`config.mk`:
```
export PLATFORM = sky130hd
export DESIGN_NAME = display_stream_out_flat
export DESIGN_NICKNAME = d
export VERILOG_FILES = /design/src/rtl/display_stream_out_if.sv /design/src/rtl/display_stream_out.sv /design/src/flat_wrapper.sv
export SDC_FILE = /design/constraint.sdc
export NUM_CORES = 1
export LEC_CHECK = 0
export CAP_MARGIN = 25
export CORE_UTILIZATION = 52
export DETAILED_ROUTE_END_ITERATION = 10
export HOLD_SLACK_MARGIN = 0.03
export PLACE_DENSITY = 0.86
export SETUP_SLACK_MARGIN = 0.05
export SLEW_MARGIN = 0
export SYNTH_ARGS = -nofsm -noshare
export SYNTH_HDL_FRONTEND = slang
export SYNTH_SLANG_ARGS = --single-unit
```
`constraint.sdc`:
```
create_clock -name clock -period 2.4 [get_ports clock]
set_clock_uncertainty 0.1 [all_clocks]
set_input_delay 0.48 -clock clock [delete_from_list [all_inputs] [get_ports clock]]
set_output_delay 0.48 -clock clock [all_outputs]
set_load 0.01 [all_outputs]
```
`src/rtl/display_stream_out_if.sv`:
```
// Handshake bundle between display_stream_out (master) and its environment:
// frame-buffer byte pull on one side, RGB565 pixel stream on the other.
interface display_stream_out_if;
    // Valid/ready: a byte moves when enc_rd_data_ready & enc_data_req are both high on an
    // edge; a pixel moves when px_valid & px_ready are both high on an edge. A raised
    // px_valid, together with px_data and the framing flags, holds until that edge.
    logic        decompress_start;
    logic        enc_rd_data_ready;
    logic [7:0]  enc_rd_data_out;
    logic        enc_rd_data_out_finish;
    logic        enc_data_req;
    logic [15:0] px_data;
    logic        px_valid;
    logic        px_ready;
    logic        px_sof;
    logic        px_eol;
    logic        px_eof;

    modport master (
        output decompress_start,
        output enc_data_req,
        output px_data,
        output px_valid,
        output px_sof,
        output px_eol,
        output px_eof,
        input  enc_rd_data_ready,
        input  enc_rd_data_out,
        input  enc_rd_data_out_finish,
        input  px_ready
    );

    modport slave (
        input  decompress_start,
        input  enc_data_req,
        input  px_data,
        input  px_valid,
        input  px_sof,
        input  px_eol,
        input  px_eof,
        output enc_rd_data_ready,
        output enc_rd_data_out,
        output enc_rd_data_out_finish,
        output px_ready
    );
endinterface

```
`src/rtl/display_stream_out.sv`:
```
// Pulls frame-buffer bytes, packs byte pairs into RGB565 pixels and streams framed lines.
// Define DSO_UNDERRUN_FILL_EN to pad an underrun frame with FILL_COLOR instead of aborting.
module display_stream_out #(
    parameter int unsigned H_PIXELS   = 240,
    parameter int unsigned V_LINES    = 240,
    parameter logic [15:0] FILL_COLOR = 16'h0000
) (
    input  logic                 clock,
    input  logic                 reset_n,
    input  logic                 inter_reset,
    input  logic                 play_en,
    input  logic                 frame_tick,
    display_stream_out_if.master bus,
    output logic                 frame_done,
    output logic                 underrun,
    output logic                 frame_overrun,
    output logic [2:0]           state_dbg
);

    localparam logic [2:0] ST_IDLE     = 3'd0;
    localparam logic [2:0] ST_START    = 3'd1;
    localparam logic [2:0] ST_WAIT_RDY = 3'd2;
    localparam logic [2:0] ST_HI       = 3'd3;
    localparam logic [2:0] ST_LO       = 3'd4;
    localparam logic [2:0] ST_DRAIN    = 3'd5;
    localparam logic [2:0] ST_DONE     = 3'd6;
`ifdef DSO_UNDERRUN_FILL_EN
    localparam logic [2:0] ST_FILL     = 3'd7;
    localparam logic [2:0] ST_ON_DRY   = ST_FILL;
`else
    localparam logic [2:0] ST_ON_DRY   = ST_DRAIN;
    logic unused_fill_color;
    assign unused_fill_color = ^FILL_COLOR;
`endif

    localparam logic [8:0] X_LAST = 9'(H_PIXELS - 1);
    localparam logic [8:0] Y_LAST = 9'(V_LINES - 1);

    logic [2:0]  state_q, state_d;
    logic [7:0]  hi_q, hi_d;
    logic [15:0] px_data_q, px_data_d;
    logic        px_valid_q, px_valid_d;
    logic        sof_q, sof_d;
    logic        eol_q, eol_d;
    logic        eof_q, eof_d;
    logic [8:0]  x_q, x_d;
    logic [8:0]  y_q, y_d;
    logic        underrun_q, underrun_d;
    logic        overrun_q, overrun_d;

    logic        req;
    logic        load;
    logic [15:0] load_px;
    logic        slot_free;
    logic        at_last;
    logic        dry;

    assign slot_free = ~px_valid_q | bus.px_ready;
    assign at_last   = (x_q == X_LAST) && (y_q == Y_LAST);
    // Running out of bytes is seen either as ready dropping or as the explicit finish pulse.
    assign dry       = ~bus.enc_rd_data_ready | bus.enc_rd_data_out_finish;

    always_comb begin
        state_d    = state_q;
        hi_d       = hi_q;
        px_data_d  = px_data_q;
        px_valid_d = px_valid_q;
        sof_d      = sof_q;
        eol_d      = eol_q;
        eof_d      = eof_q;
        x_d        = x_q;
        y_d        = y_q;
        underrun_d = underrun_q;
        overrun_d  = overrun_q;
        req        = 1'b0;
        load       = 1'b0;
        load_px    = {hi_q, bus.enc_rd_data_out};

        if (px_valid_q && bus.px_ready) begin
            px_valid_d = 1'b0;
        end
        if (frame_tick && (state_q != ST_IDLE)) begin
            overrun_d = 1'b1;
        end

        case (state_q)
            ST_IDLE: begin
                if (frame_tick && play_en) begin
                    state_d = ST_START;
                end
            end
            ST_START: begin
                state_d = ST_WAIT_RDY;
            end
            ST_WAIT_RDY: begin
                if (bus.enc_rd_data_ready) begin
                    state_d = ST_HI;
                end
            end
            ST_HI: begin
                if (dry) begin
                    underrun_d = 1'b1;
                    state_d    = ST_ON_DRY;
                end else begin
                    req     = 1'b1;
                    hi_d    = bus.enc_rd_data_out;
                    state_d = ST_LO;
                end
            end
            ST_LO: begin
                if (dry) begin
                    underrun_d = 1'b1;
                    state_d    = ST_ON_DRY;
                end else if (slot_free) begin
                    req     = 1'b1;
                    load    = 1'b1;
                    state_d = at_last ? ST_DRAIN : ST_HI;
                end
            end
`ifdef DSO_UNDERRUN_FILL_EN
            ST_FILL: begin
                if (slot_free) begin
                    load    = 1'b1;
                    load_px = FILL_COLOR;
                    if (at_last) begin
                        state_d = ST_DRAIN;
                    end
                end
            end
`endif
            ST_DRAIN: begin
                // Also covers an abort with an empty output reg: falls straight through.
                if (slot_free) begin
                    px_valid_d = 1'b0;
                    state_d    = ST_DONE;
                end
            end
            ST_DONE: begin
                x_d     = 9'd0;
                y_d     = 9'd0;
                state_d = ST_IDLE;
            end
            default: begin
                state_d = ST_IDLE;
            end
        endcase

        if (load) begin
            px_data_d  = load_px;
            px_valid_d = 1'b1;
            sof_d      = (x_q == 9'd0) && (y_q == 9'd0);
            eol_d      = (x_q == X_LAST);
            eof_d      = at_last;
            if (x_q == X_LAST) begin
                x_d = 9'd0;
                y_d = (y_q == Y_LAST) ? 9'd0 : y_q + 9'd1;
            end else begin
                x_d = x_q + 9'd1;
            end
        end

        if (!inter_reset) begin
            state_d    = ST_IDLE;
            hi_d       = 8'd0;
            px_data_d  = 16'd0;
            px_valid_d = 1'b0;
            sof_d      = 1'b0;
            eol_d      = 1'b0;
            eof_d      = 1'b0;
            x_d        = 9'd0;
            y_d        = 9'd0;
            underrun_d = 1'b0;
            overrun_d  = 1'b0;
        end
    end

    always_ff @(posedge clock or negedge reset_n) begin
        if (!reset_n) begin
            state_q    <= ST_IDLE;
            hi_q       <= 8'd0;
            px_data_q  <= 16'd0;
            px_valid_q <= 1'b0;
            sof_q      <= 1'b0;
            eol_q      <= 1'b0;
            eof_q      <= 1'b0;
            x_q        <= 9'd0;
            y_q        <= 9'd0;
            underrun_q <= 1'b0;
            overrun_q  <= 1'b0;
        end else begin
            state_q    <= state_d;
            hi_q       <= hi_d;
            px_data_q  <= px_data_d;
            px_valid_q <= px_valid_d;
            sof_q      <= sof_d;
            eol_q      <= eol_d;
            eof_q      <= eof_d;
            x_q        <= x_d;
            y_q        <= y_d;
            underrun_q <= underrun_d;
            overrun_q  <= overrun_d;
        end
    end

    assign bus.decompress_start = (state_q == ST_START);
    assign bus.enc_data_req     = req;
    assign bus.px_data          = px_data_q;
    assign bus.px_valid         = px_valid_q;
    assign bus.px_sof           = sof_q;
    assign bus.px_eol           = eol_q;
    assign bus.px_eof           = eof_q;
    assign frame_done           = (state_q == ST_DONE);
    assign underrun             = underrun_q;
    assign frame_overrun        = overrun_q;
    assign state_dbg            = state_q;

endmodule
```
`src/flat_wrapper.sv`:
```
// flat-port wrapper written by rule: the top's interface ports become plain ports
module display_stream_out_flat 
#(
    parameter int unsigned H_PIXELS   = 240,
    parameter int unsigned V_LINES    = 240,
    parameter logic [15:0] FILL_COLOR = 16'h0000
)
  (clock, reset_n, inter_reset, play_en, frame_tick, frame_done, underrun, frame_overrun, state_dbg, bus_decompress_start, bus_enc_data_req, bus_px_data, bus_px_valid, bus_px_sof, bus_px_eol, bus_px_eof, bus_enc_rd_data_ready, bus_enc_rd_data_out, bus_enc_rd_data_out_finish, bus_px_ready);
  display_stream_out_if bus_i ();
  input  logic clock;
  input  logic reset_n;
  input  logic inter_reset;
  input  logic play_en;
  input  logic frame_tick;
  output logic frame_done;
  output logic underrun;
  output logic frame_overrun;
  output logic [2:0] state_dbg;
  output wire logic [$bits(bus_i.decompress_start)-1:0] bus_decompress_start;
  output wire logic [$bits(bus_i.enc_data_req)-1:0] bus_enc_data_req;
  output wire logic [$bits(bus_i.px_data)-1:0] bus_px_data;
  output wire logic [$bits(bus_i.px_valid)-1:0] bus_px_valid;
  output wire logic [$bits(bus_i.px_sof)-1:0] bus_px_sof;
  output wire logic [$bits(bus_i.px_eol)-1:0] bus_px_eol;
  output wire logic [$bits(bus_i.px_eof)-1:0] bus_px_eof;
  input wire logic [$bits(bus_i.enc_rd_data_ready)-1:0] bus_enc_rd_data_ready;
  input wire logic [$bits(bus_i.enc_rd_data_out)-1:0] bus_enc_rd_data_out;
  input wire logic [$bits(bus_i.enc_rd_data_out_finish)-1:0] bus_enc_rd_data_out_finish;
  input wire logic [$bits(bus_i.px_ready)-1:0] bus_px_ready;
  assign bus_decompress_start = bus_i.decompress_start;
  assign bus_enc_data_req = bus_i.enc_data_req;
  assign bus_px_data = bus_i.px_data;
  assign bus_px_valid = bus_i.px_valid;
  assign bus_px_sof = bus_i.px_sof;
  assign bus_px_eol = bus_i.px_eol;
  assign bus_px_eof = bus_i.px_eof;
  assign bus_i.enc_rd_data_ready = bus_enc_rd_data_ready;
  assign bus_i.enc_rd_data_out = bus_enc_rd_data_out;
  assign bus_i.enc_rd_data_out_finish = bus_enc_rd_data_out_finish;
  assign bus_i.px_ready = bus_px_ready;
  display_stream_out #(.H_PIXELS(H_PIXELS), .V_LINES(V_LINES), .FILL_COLOR(FILL_COLOR)) u_core (.clock(clock), .reset_n(reset_n), .inter_reset(inter_reset), .play_en(play_en), .frame_tick(frame_tick), .bus(bus_i), .frame_done(frame_done), .underrun(underrun), .frame_overrun(frame_overrun), .state_dbg(state_dbg));
endmodule
```
==> summary.txt <==
Global route
  • GRT overflow: 0
  • Pin count of the biggest net entering global routing: 26
  • Global-route wire length before repair: 9230 um
  • Initial antenna violation count: 0
  • GRT Util Overall: 23.3%
  • Vias in the first global route: 2018

Synthesis
  • Synth Instances: 245
  • Number of synthesized flops with an enable pin: 0
  • Top-count cell post-synth: dfrtp_1
  • Syn. warnings: 0
  • Register area share after synthesis: 50.8%
  • Synth Flop Type: dfrtp_1
  • Synthesized area per cell: 10.2 sq um
  • Synth Net Count: 265
  • Ys async rst share: 100%
  • Top cells by area, synth: dfrtp_1, a22o_1, o21ai_0
  • Top cell type's share of synthesized area: 50.8%
  • Seq cells post-synth: 51
  • Synth cell count leaders: dfrtp_1, nand2_1, o21ai_0, a22o_1, nor2b_1
  • Leading area contributor after synthesis: dfrtp_1
  • Synthesized area: 2510 sq um
  • Netlist cell types: 47

Finish
  • N_diodes: 0
  • Fin nets: 313
  • Area delta synth->final: 24.3%
  • Share of layout cells above drive strength 1: 9.86%
  • Finished Core Util: 69.3%
  • Final Non-Filler Cells: 346

Worst setup path
  • Critical Path Fanout Max: 5
  • Worst Path Arrival: 1.68 ns
  • CP cell instances: clkdlybuf4s50_1 > nor3b_2 > nand3_1 > nand2_1 > dlygate4sd2_1
  • Crit Path Class: input port to output port
  • Worst path slowest cell: clkdlybuf4s50_1
  • CP max stage delay: 0.52 ns
  • Startpoint class of the critical path: input port
  • WP data required: 1.82 ns
  • CP Capture Type: output port

STA
  • Fmax: 442 MHz
  • Worst slew margin: 51.7%
  • Setup TNS: 0 ns
  • Post-layout min period: 2.26 ns
  • Worst Max-Slew Pin Slew: 0.725 ns
  • Worst hold slack: 0.0414 ns
  • Final Cycle Share: 94.3%
  • Hold Vio Cnt, Final: 0
  • Setup Viol. Count Final: 0
  • RSZ-0062 raised after global routing: no
  • Final slew viol count: 0

Floorplan
  • DIE AREA: 5110 sq um
  • Die Y: 71.5 um
  • Initial core utilization: 55.7%
  • Row count: 24
  • Core ar.: 4500 sq um
  • DIE WIDTH: 71.5 um
  • Ports: 44

Clock tree
  • CTS buffer count: 5
  • Hold-fix buffer count after cts: 0
  • CTS clk-pin slew, worst paths: 0.10 ns
  • CTS Root Cell: clkbuf_8
  • Worst skew pair latency: 0.31 ns
  • TritonCTS clock tree: done
  • CTS Buffer Depth: 2
  • H-tree depth: 2
  • Clock sink count: 51

Pwr
  • Power Dens Cells: 487 nW/um^2
  • Switching Fraction: 23.7%
  • Internal power: 1160 uW
  • Sw power: 360 uW
  • LEAKAGE: 0.00137 uW
  • Flop pwr share: 57.3%
  • Clock power frac: 34.8%
  • Worst VDD drop: 0.235 mV
  • Combinational fraction of design power: 7.9%

Drt
  • Drt total wl: 5670 um
  • Avg WL per Cell: 16.4 um
  • DRC: 0
  • 1st-pass router iterations: 5
  • Routed Antenna Nets: 0
  • First DRT Iteration DRCs: 137
  • Via density: 6.08
  • Vias: 2102

Worst hold path
  • Worst hold path class: input port to async pin

Run
  • Max-Cap Viols: 0

Placed design
  • Port Buffer Count: 43
  • Placed Cells: 337
  • GP Congestion: 0.820
  • Post-DP HPWL: 3920 um

Status
  • Status: finished clean
-- placed cells by master, fill, tap and decap left out, drive strengths merged, types with 3 or more instances in the layout --
master,count
a21oi,6
clkdlybuf4s50,41
a31oi,5
buf,13
nand3,11
mux2i,8
nand4,5
and2,3
nor2,7
or3,4
nor3,3
o2bb2a,3
ha,4
o21ai,20
or4,3
dfrtp,51
a22o,17
and3,8
inv,8
clkbuf,6
o21a,4
nand2,24
nor2b,12
-- worst paths after layout --
path	start	end	slack (ns)	cells past startpoint
min	reset_n	u_core.bus.px_data[7]$_DFFE_PN0P_	0.04	1
min reg2reg	u_core.underrun$_DFFE_PN0P_	u_core.underrun$_DFFE_PN0P_	0.40	1
max in group asynchronous	reset_n	u_core.bus.px_sof$_DFFE_PN0P_	1.54	2
min in group clock	u_core.underrun$_DFFE_PN0P_	u_core.underrun$_DFFE_PN0P_	0.40	1
max	bus_enc_rd_data_ready	bus_enc_data_req	0.14	5
max reg2reg	u_core.x_q[1]$_DFFE_PN0P_	u_core.y_q[6]$_DFF_PN0_	0.31	6
-- stage by stage --
stage	worst slack [ns]	power (uW)	cell area, sq um
global placement	-0.119	1010	3010
detailed placement	-0.141	1010	3010
floorplan	0.519	934	2510
finish	0.136	1520	3120
CTS	0.131	1530	3110
global route	0.0397	1570	3120
-- sequential cells by signal, summed over array words and instances (netlist names) --
| register | cells |
|---|---|
| u_core.bus.px_data | 16 |
| u_core.bus.px_eof | 1 |
| u_core.bus.px_eol | 1 |
| u_core.bus.px_sof | 1 |
| u_core.bus.px_valid | 1 |
| u_core.frame_overrun | 1 |
| u_core.hi_q | 8 |
| u_core.state_dbg | 3 |
| u_core.underrun | 1 |
| u_core.x_q | 9 |
| u_core.y_q | 9 |
-- what timing repair did --
| item | CTS | global route |
|---|---|---|
| gates cloned | 0 | 0 |
| setup buffers | 0 | 1 |
| gates resized for setup | 2 | 0 |
| pin swaps | 0 | 1 |
| endpoints found under the setup margin | 1 | 1 |
-- cells by family (layout without fill, tap and decap cells) --
| logic type | Yosys count | after routing | synth area share [%] |
|---|---|---|---|
| adders and majority gates | 4 | 4 | 1.99 |
| AOI/OAI and AO/OA | 67 | 67 | 18.7 |
| and+or+nand+nor | 92 | 92 | 20.6 |
| buffers and inverters | 22 | 71 | 4.19 |
| muxes | 9 | 9 | 3.64 |
| DFF | 51 | 51 | 50.8 |
-- worst max-delay path: cells and delay by family --
family	cells	cell delay (ns)
AND/OR/NAND/NOR	3	0.40
buffers and inverters	2	0.81
-- routing by layer --
layer	GRT usage (%)	share of wire (%)	vias up
met1	28.9	44	1032
met3	4.78	4.0	14
met2	39.2	49	67
li1	-	-	989
met5	0	0	-
met4	11.1	2.6	0
-- layout make-up --
class | count | area, sq um
Clock buffer | 6 | 82.6
Tap cell | 52 | 65.1
Timing Repair Buffer | 55 | 514
Sequential cell | 51 | 1280
Fill cell | 350 | 1390
Inverter | 8 | 30.0
Clock inverter | 2 | 16.3
Multi-Input combinational cell | 172 | 1130
-- power groups by stage --
stage                     combinational [uW]  clock (uW)  sequential (uW)
after floorplan                         44.2           0              889
after detailed placement                 121           0              889
after CTS                                122         532              872
final                                    120         528              872
after global routing                     131         570              873
after global placement                   120           0              888
Note: power is estimated with default switching activity, not from simulation.
